[config.mk]
export PLATFORM = sky130hd
export DESIGN_NAME = vga_led_decoder
export DESIGN_NICKNAME = d
export VERILOG_FILES = /design/src/rtl/vga_led_decoder.sv
export SDC_FILE = /design/constraint.sdc
export NUM_CORES = 1
export LEC_CHECK = 0
export BUFFER_PORTS_ARGS = -buffer_cell sky130_fd_sc_hd__buf_2
export CORE_ASPECT_RATIO = 1.4
export CORE_UTILIZATION = 53
export CTS_BUF_LIST = sky130_fd_sc_hd__clkbuf_2 sky130_fd_sc_hd__clkbuf_4 sky130_fd_sc_hd__clkbuf_8
export CTS_CLUSTER_DIAMETER = 80
export DETAILED_ROUTE_END_ITERATION = 10
export GPL_TIMING_DRIVEN = 0
export PLACE_DENSITY = 0.71
export SYNTH_ARGS = -nofsm -noshare
export SYNTH_HDL_FRONTEND = slang
export SYNTH_SLANG_ARGS = --single-unit
[constraint.sdc]
create_clock -name clk50 -period 5.05 [get_ports clk50]
set_input_delay 0.7575 -clock clk50 [delete_from_list [all_inputs] [get_ports clk50]]
set_output_delay 0.7575 -clock clk50 [all_outputs]
set_load 0.005 [all_outputs]
[src/rtl/vga_led_decoder.sv]
// Passive monitor that snoops the seven-segment emulator's VGA stream and decodes eight hex digits per frame.
// Optional frame-timing checker is compiled in with `define DEC_TIMING_CHECK_EN.
module vga_led_decoder #(
    parameter logic [7:0] LIT_THRESH = 8'h80,
    parameter int         HTOTAL_EXP = 1600,
    parameter int         VTOTAL_EXP = 525
) (
    input  logic        clk50,
    input  logic        reset_n,
    input  logic        VGA_CLK,
    input  logic        VGA_HS,
    input  logic        VGA_VS,
    input  logic        VGA_BLANK_n,
    input  logic [7:0]  VGA_R,
    output logic [31:0] data_out,
    output logic        data_valid,
    output logic [7:0]  decode_err,
    output logic        timing_err
);

    // Handshake: data_valid is a single-cycle strobe with no ready; data_out,
    // decode_err and timing_err change only in that cycle and hold otherwise.

    typedef enum logic {
        ST_IDLE    = 1'b0,
        ST_CAPTURE = 1'b1
    } state_t;

    state_t      r_state;
    state_t      w_state_nxt;
    logic        w_capture;

    logic        r_clk, r_clk_d;
    logic        r_hs, r_hs_d;
    logic        r_vs, r_vs_d;
    logic        r_blank, r_blank_d;
    logic [7:0]  r_red;

    logic        w_strobe, w_vs_fall, w_hs_fall;
    logic        w_blank_rise, w_blank_fall;

    logic [9:0]  r_x;
    logic [9:0]  w_x;
    logic [8:0]  r_y;

    logic        w_in_area;
    logic [2:0]  w_digit;
    logic [5:0]  w_px;
    logic [6:0]  w_py;
    logic        w_seg_hit;
    logic [2:0]  w_seg_idx;
    logic [5:0]  w_acc_idx;
    logic        w_sample;
    logic        w_lit;

    logic [55:0] r_acc;
    logic [31:0] w_word;
    logic [7:0]  w_err;
    logic [4:0]  w_dec;
    logic        w_terr_frame;

    always_ff @(posedge clk50 or negedge reset_n) begin
        if (!reset_n) begin
            r_clk     <= 1'b0;
            r_clk_d   <= 1'b0;
            r_hs      <= 1'b0;
            r_hs_d    <= 1'b0;
            r_vs      <= 1'b0;
            r_vs_d    <= 1'b0;
            r_blank   <= 1'b0;
            r_blank_d <= 1'b0;
            r_red     <= 8'h00;
        end else begin
            r_clk     <= VGA_CLK;
            r_clk_d   <= r_clk;
            r_hs      <= VGA_HS;
            r_hs_d    <= r_hs;
            r_vs      <= VGA_VS;
            r_vs_d    <= r_vs;
            r_blank   <= VGA_BLANK_n;
            r_blank_d <= r_blank;
            r_red     <= VGA_R;
        end
    end

    assign w_strobe     = r_clk & ~r_clk_d & r_blank;
    assign w_vs_fall    = r_vs_d & ~r_vs;
    assign w_hs_fall    = r_hs_d & ~r_hs;
    assign w_blank_rise = r_blank & ~r_blank_d;
    assign w_blank_fall = ~r_blank & r_blank_d;

    // A strobe coinciding with the blank rise must already see x = 0.
    assign w_x = w_blank_rise ? 10'd0 : r_x;

    always_ff @(posedge clk50 or negedge reset_n) begin
        if (!reset_n) begin
            r_x <= 10'd0;
            r_y <= 9'd0;
        end else begin
            if (w_strobe) begin
                r_x <= w_x + 10'd1;
            end else if (w_blank_rise) begin
                r_x <= 10'd0;
            end
            if (w_vs_fall) begin
                r_y <= 9'd0;
            end else if (w_blank_fall && (r_y != 9'd511)) begin
                r_y <= r_y + 9'd1;
            end
        end
    end

    // Within 64..575 / 128..255 the offsets reduce to plain bit fields of x and y.
    assign w_in_area = (w_x >= 10'd64) && (w_x <= 10'd575) && (r_y[8:7] == 2'b01);
    assign w_digit   = 3'(w_x[9:6] - 4'd1);
    assign w_px      = w_x[5:0];
    assign w_py      = r_y[6:0];

    always_comb begin
        w_seg_hit = 1'b1;
        w_seg_idx = 3'd0;
        case ({w_px, w_py})
            {6'd20, 7'd4}:   w_seg_idx = 3'd0;
            {6'd44, 7'd28}:  w_seg_idx = 3'd1;
            {6'd44, 7'd76}:  w_seg_idx = 3'd2;
            {6'd20, 7'd100}: w_seg_idx = 3'd3;
            {6'd4,  7'd76}:  w_seg_idx = 3'd4;
            {6'd4,  7'd28}:  w_seg_idx = 3'd5;
            {6'd20, 7'd52}:  w_seg_idx = 3'd6;
            default:         w_seg_hit = 1'b0;
        endcase
    end

    assign w_acc_idx = ({3'b000, w_digit} * 6'd7) + {3'b000, w_seg_idx};
    assign w_sample  = w_strobe & ~w_vs_fall & w_in_area & w_seg_hit;
    assign w_lit     = (r_red >= LIT_THRESH);

    always_ff @(posedge clk50 or negedge reset_n) begin
        if (!reset_n) begin
            r_acc <= 56'd0;
        end else if (w_vs_fall) begin
            r_acc <= 56'd0;
        end else if (w_sample) begin
            r_acc[w_acc_idx] <= w_lit;
        end
    end

    // Returns {illegal, nibble}; segment order {g,f,e,d,c,b,a}.
    function automatic logic [4:0] glyph_to_nibble(input logic [6:0] g);
        case (g)
            7'h3F:   return 5'h00;
            7'h06:   return 5'h01;
            7'h5B:   return 5'h02;
            7'h4F:   return 5'h03;
            7'h66:   return 5'h04;
            7'h6D:   return 5'h05;
            7'h7D:   return 5'h06;
            7'h07:   return 5'h07;
            7'h7F:   return 5'h08;
            7'h67:   return 5'h09;
            7'h77:   return 5'h0A;
            7'h7C:   return 5'h0B;
            7'h39:   return 5'h0C;
            7'h5E:   return 5'h0D;
            7'h79:   return 5'h0E;
            7'h71:   return 5'h0F;
            default: return 5'h10;
        endcase
    endfunction

    always_comb begin
        w_word = 32'd0;
        w_err  = 8'd0;
        w_dec  = 5'd0;
        for (int d = 0; d < 8; d++) begin
            w_dec                 = glyph_to_nibble(r_acc[d*7 +: 7]);
            w_word[31-4*d -: 4]   = w_dec[3:0];
            w_err[7-d]            = w_dec[4];
        end
    end

    always_ff @(posedge clk50 or negedge reset_n) begin
        if (!reset_n) begin
            r_state <= ST_IDLE;
        end else begin
            r_state <= w_state_nxt;
        end
    end

    always_comb begin
        w_state_nxt = r_state;
        if ((r_state == ST_IDLE) && w_vs_fall) begin
            w_state_nxt = ST_CAPTURE;
        end
    end

    // The first VS fall after reset closes a partial frame, so only CAPTURE reports.
    always_comb begin
        w_capture = (r_state == ST_CAPTURE) && w_vs_fall;
    end

`ifdef DEC_TIMING_CHECK_EN
    logic [11:0] r_hcnt;
    logic [9:0]  r_vcnt;
    logic        r_h_armed;
    logic        r_terr;
    logic        w_h_bad;
    logic        w_v_bad;

    assign w_h_bad      = w_hs_fall & r_h_armed & (r_hcnt != 12'(HTOTAL_EXP));
    assign w_v_bad      = w_vs_fall & (r_vcnt != 10'(VTOTAL_EXP));
    assign w_terr_frame = r_terr | w_h_bad | w_v_bad;

    always_ff @(posedge clk50 or negedge reset_n) begin
        if (!reset_n) begin
            r_hcnt    <= 12'd0;
            r_vcnt    <= 10'd0;
            r_h_armed <= 1'b0;
            r_terr    <= 1'b0;
        end else begin
            if (w_hs_fall) begin
                r_hcnt <= 12'd1;
            end else if (r_hcnt != 12'hFFF) begin
                r_hcnt <= r_hcnt + 12'd1;
            end
            if (w_vs_fall) begin
                r_vcnt <= w_hs_fall ? 10'd1 : 10'd0;
            end else if (w_hs_fall && (r_vcnt != 10'h3FF)) begin
                r_vcnt <= r_vcnt + 10'd1;
            end
            // The line in progress when CAPTURE starts has no trusted start edge.
            if (r_state == ST_IDLE) begin
                r_h_armed <= 1'b0;
            end else if (w_hs_fall) begin
                r_h_armed <= 1'b1;
            end
            if (w_vs_fall) begin
                r_terr <= 1'b0;
            end else if (w_h_bad) begin
                r_terr <= 1'b1;
            end
        end
    end
`else
    logic w_unused_timing;
    assign w_unused_timing = ^{12'(HTOTAL_EXP), 10'(VTOTAL_EXP), w_hs_fall};
    assign w_terr_frame    = 1'b0;
`endif

    always_ff @(posedge clk50 or negedge reset_n) begin
        if (!reset_n) begin
            data_out   <= 32'd0;
            data_valid <= 1'b0;
            decode_err <= 8'd0;
            timing_err <= 1'b0;
        end else begin
            data_valid <= w_capture;
            if (w_capture) begin
                data_out   <= w_word;
                decode_err <= w_err;
                timing_err <= w_terr_frame;
            end
        end
    end

endmodule

======== Word level (Yosys, flattened, before mapping) ========
Index checks and enable logic that the tools add are counted.
word-level totals
  output and inout bits ................... 42
  bits in registers ....................... 131
  bits of input ports ..................... 14
operators by class
  $lt $le $gt $ge ......................... 5
  multiply operators ...................... 1
  bitwise gates (word level) .............. 14
  multiplexer cells ....................... 19
  equal/unequal tests ..................... 137
  reductions and logical operators ........ 9
  $add $sub $neg .......................... 4
operators by type and width
  kind                   number
  $eq 7x7->1 const B     96
  $pmux 5 s16            8
  $eq 7x3->1 const B     16
  $eq 7x6->1 const B     16
  $mux 56                2
  $bwmux 56              1
  $eq 13x12->1 const B   3
  $eq 13x10->1 const B   2
  $eq 13x13->1 const B   2
  $mux 10                2
  $mux 9                 2
  $pmux 3 s6             1
  $add 10x1->10 const B  1
  $ge 10x7->1 const B    1
  $le 10x10->1 const B   1
  $add 9x1->9 const B    1
  $ne 9x9->1 const B     1
  $and 1x1->1            8
  $ge 8x8->1 const B     1
  $lt 6x7->1 const B     1
  $reduce_or 7->1        1
  $add 6x3->6            1
  $demux 1 s6            1
  $ge 6x1->1 const B     1
  other kinds (7)        19

======== Logic depth before layout (Yosys ltp) ========
Gate-level depths: netlist (run 1).
  depth after elaboration ................. 13
  mapped depth ............................ 15
  gate-level depth less buffers ........... 14

======== Worst setup path after synthesis (run 1) ========
No wires, ideal clock.
  path kind ............................... register -> register
  from .................................... register r_blank_d
  to ...................................... register r_acc[0]
  period minus slack after synthesis ...... 4.262 ns
  buffers on the path ..................... 1
  data required time ...................... 4.972 ns
  slack ................................... 0.788 ns
  library setup time ...................... 0.078 ns
  arrival time ............................ 4.184 ns
  stages on the path, launching flop included .. 15
  cell sequence ........................... dfrtp_1 > nand2b_2 > buf_2 > nand2_1 > ha_1 > xor2_1 > xnor2_1 > fa_1 > fa_1 > and3_1 > or3_1 > nand2_1 > o311a_4 > nand3_1 > a21oi_1
between the ends
  cells in the longest elaborated chain, start to end .. 13
RTL lines
  element                                                         line      text
  from (decl)                                                     36        logic r_blank, r_blank_d;
  from (signal assigned)                                          81        r_blank_d <= r_blank;
  $not 1->1 *                                                     89        assign w_blank_rise = r_blank & ~r_blank_d;
  $and 1x1->1 *                                                   89
  $mux 10 *                                                       n/a
  $sub 3x1->3, or another cell as far along                       115       assign w_digit = 3'(w_x[9:6] - 4'd1);
  $mul 3x3->6 or $pmux 3 s6 (tied branches)                       134, 122
  $add 6x3->6                                                     134       assign w_acc_idx = ({3'b000, w_digit} * 6'd7) + {3'b000, w_seg_idx};
  $lt 6x7->1 (implied by the code) or $ge 6x1->1 (tied branches)  144       r_acc[w_acc_idx] <= w_lit;
  $logic_and 1x1->1 (implied by the code)                         144
  $mux 1 (implied by the code)                                    144
  $demux 1 s6                                                     144
  $bwmux 56                                                       144
  $mux 56                                                         143       end else if (w_sample) begin
  $mux 56                                                         141       end else if (w_vs_fall) begin
  to (signal, indexed assignment)                                 144
  to (decl)                                                       56        logic [55:0] r_acc;
Every way passes the cells marked *; elsewhere a longest branch is shown, timed or not. The select of a mux whose other input is x is not followed.
A chain may end at the register's enable or synchronous reset.

======== Worst setup path after layout (run 1) ========
  from .................................... register r_blank_d
  to ...................................... register r_acc[35]
The elaborated chain is that of the path after synthesis.

==> flow_results.org, run 1 <==
** Place
- Summed over all nets, the half-perimeter wirelength after detailed placement is 17.5 mm.
- Buffers added on ports :: 46
- # placed instances :: 1,305
- Before CTS, the worst setup slack after placement is 0.246 ns.
- Summing all placed instances gives a cell area of 0.00922 sq mm.
- At the end of routability-driven placement, the weighted congestion stood at 0.977.

** Clocking
- Number of buffers on the longest clock path :: 2
- Total number of clock tree sinks :: 124
- The clock reaches the later pin of the worst-skew pair after 0.45 ns.
- After clock tree synthesis, the clock-pin slew on the worst setup and hold paths is 0.07 ns.
- The clock tree synthesis step divided the H-tree into 4 levels.
- Clk Tree Root Cell :: clkbuf_8
- Number of CTS-inserted buffers :: 17
- Clock tree from TritonCTS :: built

** Die
- Overall die height :: 154 microns
- The floorplan step defined a die boundary enclosing 0.0170 sq mm.
- Initial standard-cell utilization of the core :: 54.1%
- Die Wd :: 110 microns
- After floorplanning, the core was divided into 55 placement rows.
- Core box area :: 0.0161 sq mm
- IO Count :: 56

** GRT
- Combined global-route utilization of all metal layers :: 30.6%
- The first global-routing pass estimated 40.2 mm of wire.
- The via count of the first global-routing pass is 7,954.
- GRT overflow :: 0
- Largest net degree at the start of global routing :: 69
- Number of antenna violations at the first check in global routing :: 0

** Synthesis
- Summing the areas of all xor and xnor instances in the mapped netlist gives 4.12% of the synthesized area.
- Yosys top cell area share :: 35.6%
- After synthesis, flip-flops and latches occupy 35.6% of the total area.
- Post-synthesis adder-cell area fraction :: 2.90%
- Summing the areas of all compound-gate instances in the mapped netlist gives 25.2% of the synthesized area.
- Count of flip-flops with a built-in enable after synthesis :: 0
- The synthesized design contains 124 register bits.
- Share of synthesized area spent on multiplexers :: 0.604%
- In the synthesized netlist, the cells that appear most often are dfrtp_1 (124), nand2_1 (102), nand3_1 (95).
- The mapped netlist covers 0.00871 sq mm.
- The synthesized netlist contains 87 unique library cells.
- Synth Flop Type :: dfrtp_1
- Counting every net in the synthesized netlist gives 1,092.
- Cells taking the most area after synthesis :: dfrtp_1 (36%), nand3_1 (5.5%), a21oi_1 (4.9%)
- The synthesized netlist devotes 25.5% of its cell area to simple gates.
- Synthesis produced 1,059 cells.
- The Yosys step of the flow raised 0 warnings.
- Share of flip-flops with an asynchronous set or reset :: 100%
- Cell with the most instances after synthesis :: dfrtp_1
- Most area-hungry cell type in the Yosys netlist :: dfrtp_1
- Largest family of logic cells by synthesized area :: simple AND/OR/NAND/NOR gates
- Avg Inst Size Synth :: 8.22 sq um

** Timing
- Maximum clock skew at final layout :: 0.0121 ns
- Measured against its own limit, the worst slew margin works out to 29.2%.
- At the pin with the least slew margin, the transition time is 1.05 ns.
- Final count of negative-setup-slack endpoints :: 0
- The final hold violation count was 0.
- Sum Neg Setup Slack :: 0 ns
- Ratio of final minimum period to clock period :: 94.5%
- Crit path setup slack, layout :: 0.279 ns
- Setup repair after global routing left no endpoint under its margin.
- WHS :: 0.250 ns
- The clock period could shrink to 4.77 ns.
- Based on the critical path, the design can be clocked at up to 210 MHz.
- The max-slew violation count was 0.

** Detailed routing
- In this run the remaining antenna-violating nets after routing total 0.
- Drt via density :: 6.32
- For this block, the routed nets add up to 24.6 mm of wire.
- The first routing iteration left 659 violations.
- Drt pass-1 iters :: 5
- Wirelength per Cell :: 18.5 microns
- Drc violations :: 0
- Routed vias :: 8,420

** Cells and area
- Summing all non-filler instances in the final layout gives an area of 0.00959 sq mm.
- From synthesis to final layout, the design area changed by 10.2%.
- Filler instances :: 1,529
- At the end of the flow, the number of nets in the layout was 1,159.
- Filler-free cell count of the finished design :: 1,333
- Antenna diode count :: 0
- Layout cell share with drive strength beyond 1 :: 11.4%
- Final cell utilization of the core :: 59.6%

** Worst setup path
- Kind of start point of the critical path :: flop
- Critical path required time :: 5.41 ns
- Worst R2R Setup Slack :: 0.28 ns
- The worst setup path is captured at a flop.
- CP Class :: reg -> reg
- STA puts the critical path data arrival time at 5.13 ns.
- Of all nets on the critical path, the largest fanout is 10.

** Pwr
- Overall power consumption after layout is estimated at 2.02 mW.
- The internal portion of the total power is 1.53 mW.
- Power density of the placed cells :: 211 mW/mm^2
- Sequential group share of total power :: 51.4%
- In this run, the clock network consumes 41.8% of the power.
- The share of total power dissipated in combinational logic is 6.8%.
- IR analysis of the VDD net gives a maximum drop of 0.176 mV.
- Static Leak :: 3.80 nW
- In this run the power spent charging and discharging nets is 0.497 mW.
- Net switching is 24.6% of the power.

** Run status
- Result of the run :: finished, final reports clean

** Min path
- The path class of the tightest hold or removal check is in -> async.

** Run
- The tool flagged a number of max-cap violations equal to 0.
## critical path: stages, from the launching register on
cell	delay [ns]
dfrtp_1	0.40
nand2b_2	0.26
buf_2	0.22
nand2_1	0.25
ha_1	0.33
xor2_1	0.28
xnor2_1	0.18
fa_1	0.50
fa_1	0.54
and3_1	0.23
o21ai_0	0.33
o211ai_1	0.32
a311oi_4	0.33
buf_4	0.21
nand3_1	0.10
a21oi_1	0.21
## sequential cells by signal, indices dropped and copies added, names as in the netlist
name / cells
r_clk_d: 1
r_x: 10
r_blank_d: 1
data_valid: 1
r_state: 1
r_vs: 1
r_vs_d: 1
r_y: 9
r_red: 1
data_out: 32
r_acc: 56
decode_err: 8
r_clk: 1
r_blank: 1
## logic make-up (layout without fill, tap and decap cells)
kind of cell / count (synthesis) / count (layout)
buf+inv: 124 / 199
xor+xnor: 41 / 41
compound gates: 322 / 322
mux: 5 / 5
simple gates: 423 / 423
other cells: 1 / 1
flops: 124 / 124
fa+ha+maj: 19 / 19
## routing by layer
metal	global-route usage (%)	share of wire [%]	up-vias
li1	-	-	3986
met1	36.6	41	4034
met2	52.4	50	335
met3	5.21	5.0	65
met4	14.5	4.1	0
met5	0	0	-
## layout make-up
cell class                 count  area, sq um  share of cell area, %
clock buffer                  25          325                   3.39
sequential                   124         3100                   32.3
multi-input combinational    811         5090                   53.1
buffer                        92          394                   4.11
timing repair buffer          48          272                   2.83
clock inverter                 2         35.0                  0.365
inverter                      32          120                   1.25
tap                          199          249                   2.60
## path summary, 6_finish.rpt
check | startpoint | end | depth (start not counted)
setup reg to reg | r_blank_d | r_acc[35] | 15
max in group asynchronous | reset_n | data_out[15] | 2
min in group clk50 | r_vs | r_vs_d | 0
hold / removal | reset_n | data_valid | 1
setup / recovery | r_blank_d | r_acc[35] | 15
hold reg to reg | r_vs | r_vs_d | 0
## power groups by stage
stage	clock network (mW)	registers, mW	logic, mW
after floorplan	0	1.06	0.0656
after global placement	0	1.06	0.133
after detailed placement	0	1.06	0.138
after CTS	0.857	1.04	0.139
after global routing	0.896	1.04	0.156
final	0.846	1.04	0.137
## cell usage in the layout (no fill, tap or decap), drive strengths merged, types with 11 or more instances in the layout
cell	count
a21oi	87
a31oi	20
buf	67
clkbuf	98
dfrtp	124
ha	17
inv	32
nand2	102
nand2b	14
nand3	95
nand4	21
nor2	71
nor2b	14
nor3	21
nor3b	11
o21ai	113
or3	13
xnor2	17
xor2	24
## what timing repair did
action / 4_1_cts / 5_1_grt
setup buffers: 0 / 1
endpoints found under the setup margin: 0 / 10
hold buffers: 0 / 0
resized for setup: 0 / 2
(Power assumes the default switching activity.)
==> inputs of run 2 (changes only) <==
--- a/config.mk
+++ b/config.mk
@@ -6,4 +6,5 @@
 export NUM_CORES = 1
 export LEC_CHECK = 0
+export ABC_AREA = 1
 export BUFFER_PORTS_ARGS = -buffer_cell sky130_fd_sc_hd__buf_2
 export CORE_ASPECT_RATIO = 1.4
==> constraint.sdc (replaced) <==
create_clock -name clk50 -period 5.05 [get_ports clk50]
set_input_delay 0.7575 -clock clk50 [delete_from_list [all_inputs] [get_ports clk50]]
set_output_delay 0.7575 -clock clk50 [all_outputs]
set_load 0.02 [all_outputs]
==> flow_results.org, run 2 <==
** Pwr
- For this design the ratio of total power to cell area is 214 mW/mm^2.
- Summing internal, switching and leakage power gives 2.05 mW.
- Static Leak :: 5.26 nW
- Across the VDD grid, the largest voltage drop is 0.187 mV.

** Clocking
- In this run the number of H-tree levels came out at 4.
- CTS-repair resized insts :: 0
- Clk Tree Root Cell :: clkbuf_8
- The later pin in the worst-skew pair is clocked with a latency of 0.46 ns.
- Post-CTS Setup Repair Bufs :: 0
- Clock-pin slew was measured on the worst setup and hold paths at 0.07 ns.
- Number of buffers on the longest clock path :: 2
- TritonCTS built the clock tree.
- CTS Hold Bufs :: 0
- TritonCTS created 17 clock buffers.
- CTS saw 124 sinks.

** Worst setup path
- Capture point of the critical path :: r_acc[39]
- Worst R2R Setup Slack :: 0.53 ns
- CP Class :: reg -> reg
- STA puts the critical path data required time at 5.40 ns.
- The startpoint identified for the worst register-to-register timing path is r_blank.
- STA classifies the critical path startpoint as a flop.
- In this run the critical register-to-register path is captured at r_acc[39].
- Worst path arrival time :: 4.86 ns
- The most critical setup path has its startpoint at r_blank.
- Measured in cells, the most critical reg-to-reg path has a length of 19.
- Crit. End Element :: flop
- Critical Path Fanout Max :: 10

** Cells and area
- The register with the most flip-flops in the layout has 56 of them.
- Final cell utilization of the core :: 60.5%
- Regs by FF count :: r_acc: 56 flops, data_out: 32 flops, r_x: 10 flops
- Commonest cells after routing, fill and taps aside :: nand2_1 (377), inv_1 (177), nand3_1 (163)
- Leaving out fill and tap cells, the most frequent cell in the layout is nand2_1.
- At the end of the flow, the number of nets in the layout was 1,412.
- Antenna diode count :: 0
- The filler cells instantiated in the layout total 1,568.
- The post-route netlist has 8.41% of its cells at a drive strength greater than 1.
- Reg with most FFs :: r_acc
- Area growth from synthesis to layout :: 10.5%

** Synthesis
- Flop and latch count out of synthesis :: 124
- Synthesis produced 1,313 cells.
- The number of nets in the synthesized netlist is 1,346.
- Most numerous cell types in the synthesized netlist :: nand2_1 (377), inv_1 (177), nand3_1 (163)
- Share of flip-flops with an asynchronous set or reset :: 100%
- Count of flip-flops with a built-in enable after synthesis :: 0
- Cells taking the most area after synthesis :: dfrtp_1 (36%), nand2_1 (16%), nand3_1 (9.4%)
- The biggest area contributor in the post-synthesis netlist is dfrtp_1.
- Post-synthesis sequential area ratio :: 35.8%
- Count of synthesis-stage warnings from yosys :: 0
- Yosys top cell area share :: 35.8%
- Mapped cell area :: 0.00866 sq mm
- Cell with the most instances after synthesis :: nand2_1
- After synthesis, the netlist uses 36 different library cells.
- Synth Flop Type :: dfrtp_1
- Avg Inst Size Synth :: 6.59 sq um

** Min path
- The min-delay analysis places its worst path in the category in -> async.

** Timing
- Maximum clock rate :: 221 MHz
- Relative max-transition margin :: 43.3%
- Maximum clock skew at final layout :: 0.0181 ns
- Setup repair after global routing left no endpoint under its margin.
- Number of hold violations in the final report :: 0
- Sum Neg Setup Slack :: 0 ns
- The final critical path takes up 89.5% of the cycle.
- The worst path needs 4.52 ns of the cycle, external delays included.
- Actual transition at the worst max-transition pin :: 0.847 ns
- Setup violations remaining at the end of the flow were counted as 0.
- Final count of pins violating max slew :: 0

** Die
- Initial standard-cell utilization of the core :: 54.8%
- Core box area :: 0.0158 sq mm
- IO Count :: 56
- Die Wd :: 110 microns
- Measured along the y axis, the die boundary spans 153 microns.
- The die covers 0.0169 sq mm.
- In this run the core area contains 54 standard-cell rows.

** GRT
- Largest net degree at the start of global routing :: 67
- Global-route wire length before repair :: 37.3 mm
- Combined global-route utilization of all metal layers :: 28.1%
- The via count of the first global-routing pass came to 8,177.
- Number of antenna violations at the first check in global routing :: 0
- GRT overflow :: 0

** Detailed routing
- Routed vias :: 8,701
- Drt via density :: 5.48
- In the routed design, unresolved DRC markers number 0.
- The detailed router finished its first iteration with 519 violations.
- For this run, the detailed router's first-pass iteration total came to 5.
- For this block, the routed nets add up to 22.3 mm of wire.
- Wirelength per Cell :: 14.1 microns
- Number of nets with antenna violations after detailed routing :: 0

** Place
- Buffers added on ports :: 46
- Routability-driven placement finished with a final weighted congestion of 0.970.
- Once detailed placement completed, the half-perimeter wirelength came to 16.3 mm.

** Run
- Across the run, the number of max-cap violations was 0.

** Run status
- The flow ran to the end, and the final reports show no timing, DRC or antenna violations.
## run 2: logic make-up after synthesis
group | share of synthesized area, %
compound gates | 4.36
simple gates | 44.7
other cells | 0.0433
buf+inv | 11.0
flops | 35.8
xor+xnor | 1.21
fa+ha+maj | 2.92
## run 2: stage by stage
stage               cells  hold WS (ns)  instance area [sq um]  setup WS, ns
floorplan            1313         0.354                   8660          1.16
global placement     1555         0.358                   9130         0.579
detailed placement   1556         0.364                   9170         0.538
CTS                  1587         0.273                   9570         0.524
global route         1587         0.308                   9570         0.171
finish               1587         0.276                   9570         0.531
## run 2: power breakdown
| group | internal [mW] | switching, mW | total [mW] | leakage, nW |
|---|---|---|---|---|
| clock | 0.501 | 0.389 | 0.890 | 0.209 |
| combinational | 0.0354 | 0.0991 | 0.135 | 3.38 |
| sequential | 1.01 | 0.0115 | 1.02 | 1.68 |
## run 2: layout make-up
cell class | count | area [sq um] | share of cell area, %
Buffer | 51 | 282 | 2.94
Timing Repair Buffer | 47 | 264 | 2.76
Multi-Input combinational cell | 960 | 4610 | 48.1
Clock inverter | 7 | 87.6 | 0.916
Clock buffer | 24 | 312 | 3.26
Tap cell | 196 | 245 | 2.56
Sequential cell | 124 | 3100 | 32.4
Inverter | 178 | 668 | 6.98
## run 2: routing by layer
layer / wire length, microns / GRT usage, % / vias to the layer above
met2: 11100 / 47.9 / 225
li1: - / - / 4468
met1: 9530 / 34.4 / 3955
met3: 1020 / 4.99 / 53
met5: 0 / 0 / -
met4: 677 / 11.6 / 0
## run 2: worst min path at each step
| stage | slack, ns | endpoint |
|---|---|---|
| final | 0.28 | data_out[28] |
| after detailed placement | 0.36 | r_vs_d |
| after CTS | 0.27 | data_out[28] |
| after global placement | 0.36 | r_vs_d |
| after floorplan | 0.35 | r_clk_d |
| after global routing | 0.31 | data_out[28] |
## run 2: critical path: stages, from the launching register on
cell and delay (ns):
dfrtp_1 0.42, nand2_2 0.13, buf_6 0.16, inv_1 0.07
nor2_1 0.23, inv_1 0.19, ha_1 0.30, xnor2_1 0.36
xor2_1 0.23, fa_1 0.49, fa_1 0.47, xor2_1 0.33
inv_1 0.13, nand3_1 0.24, buf_2 0.30, nor3_1 0.10
nand3_1 0.11, nand2_1 0.05, nand2_1 0.06, inv_1 0.05
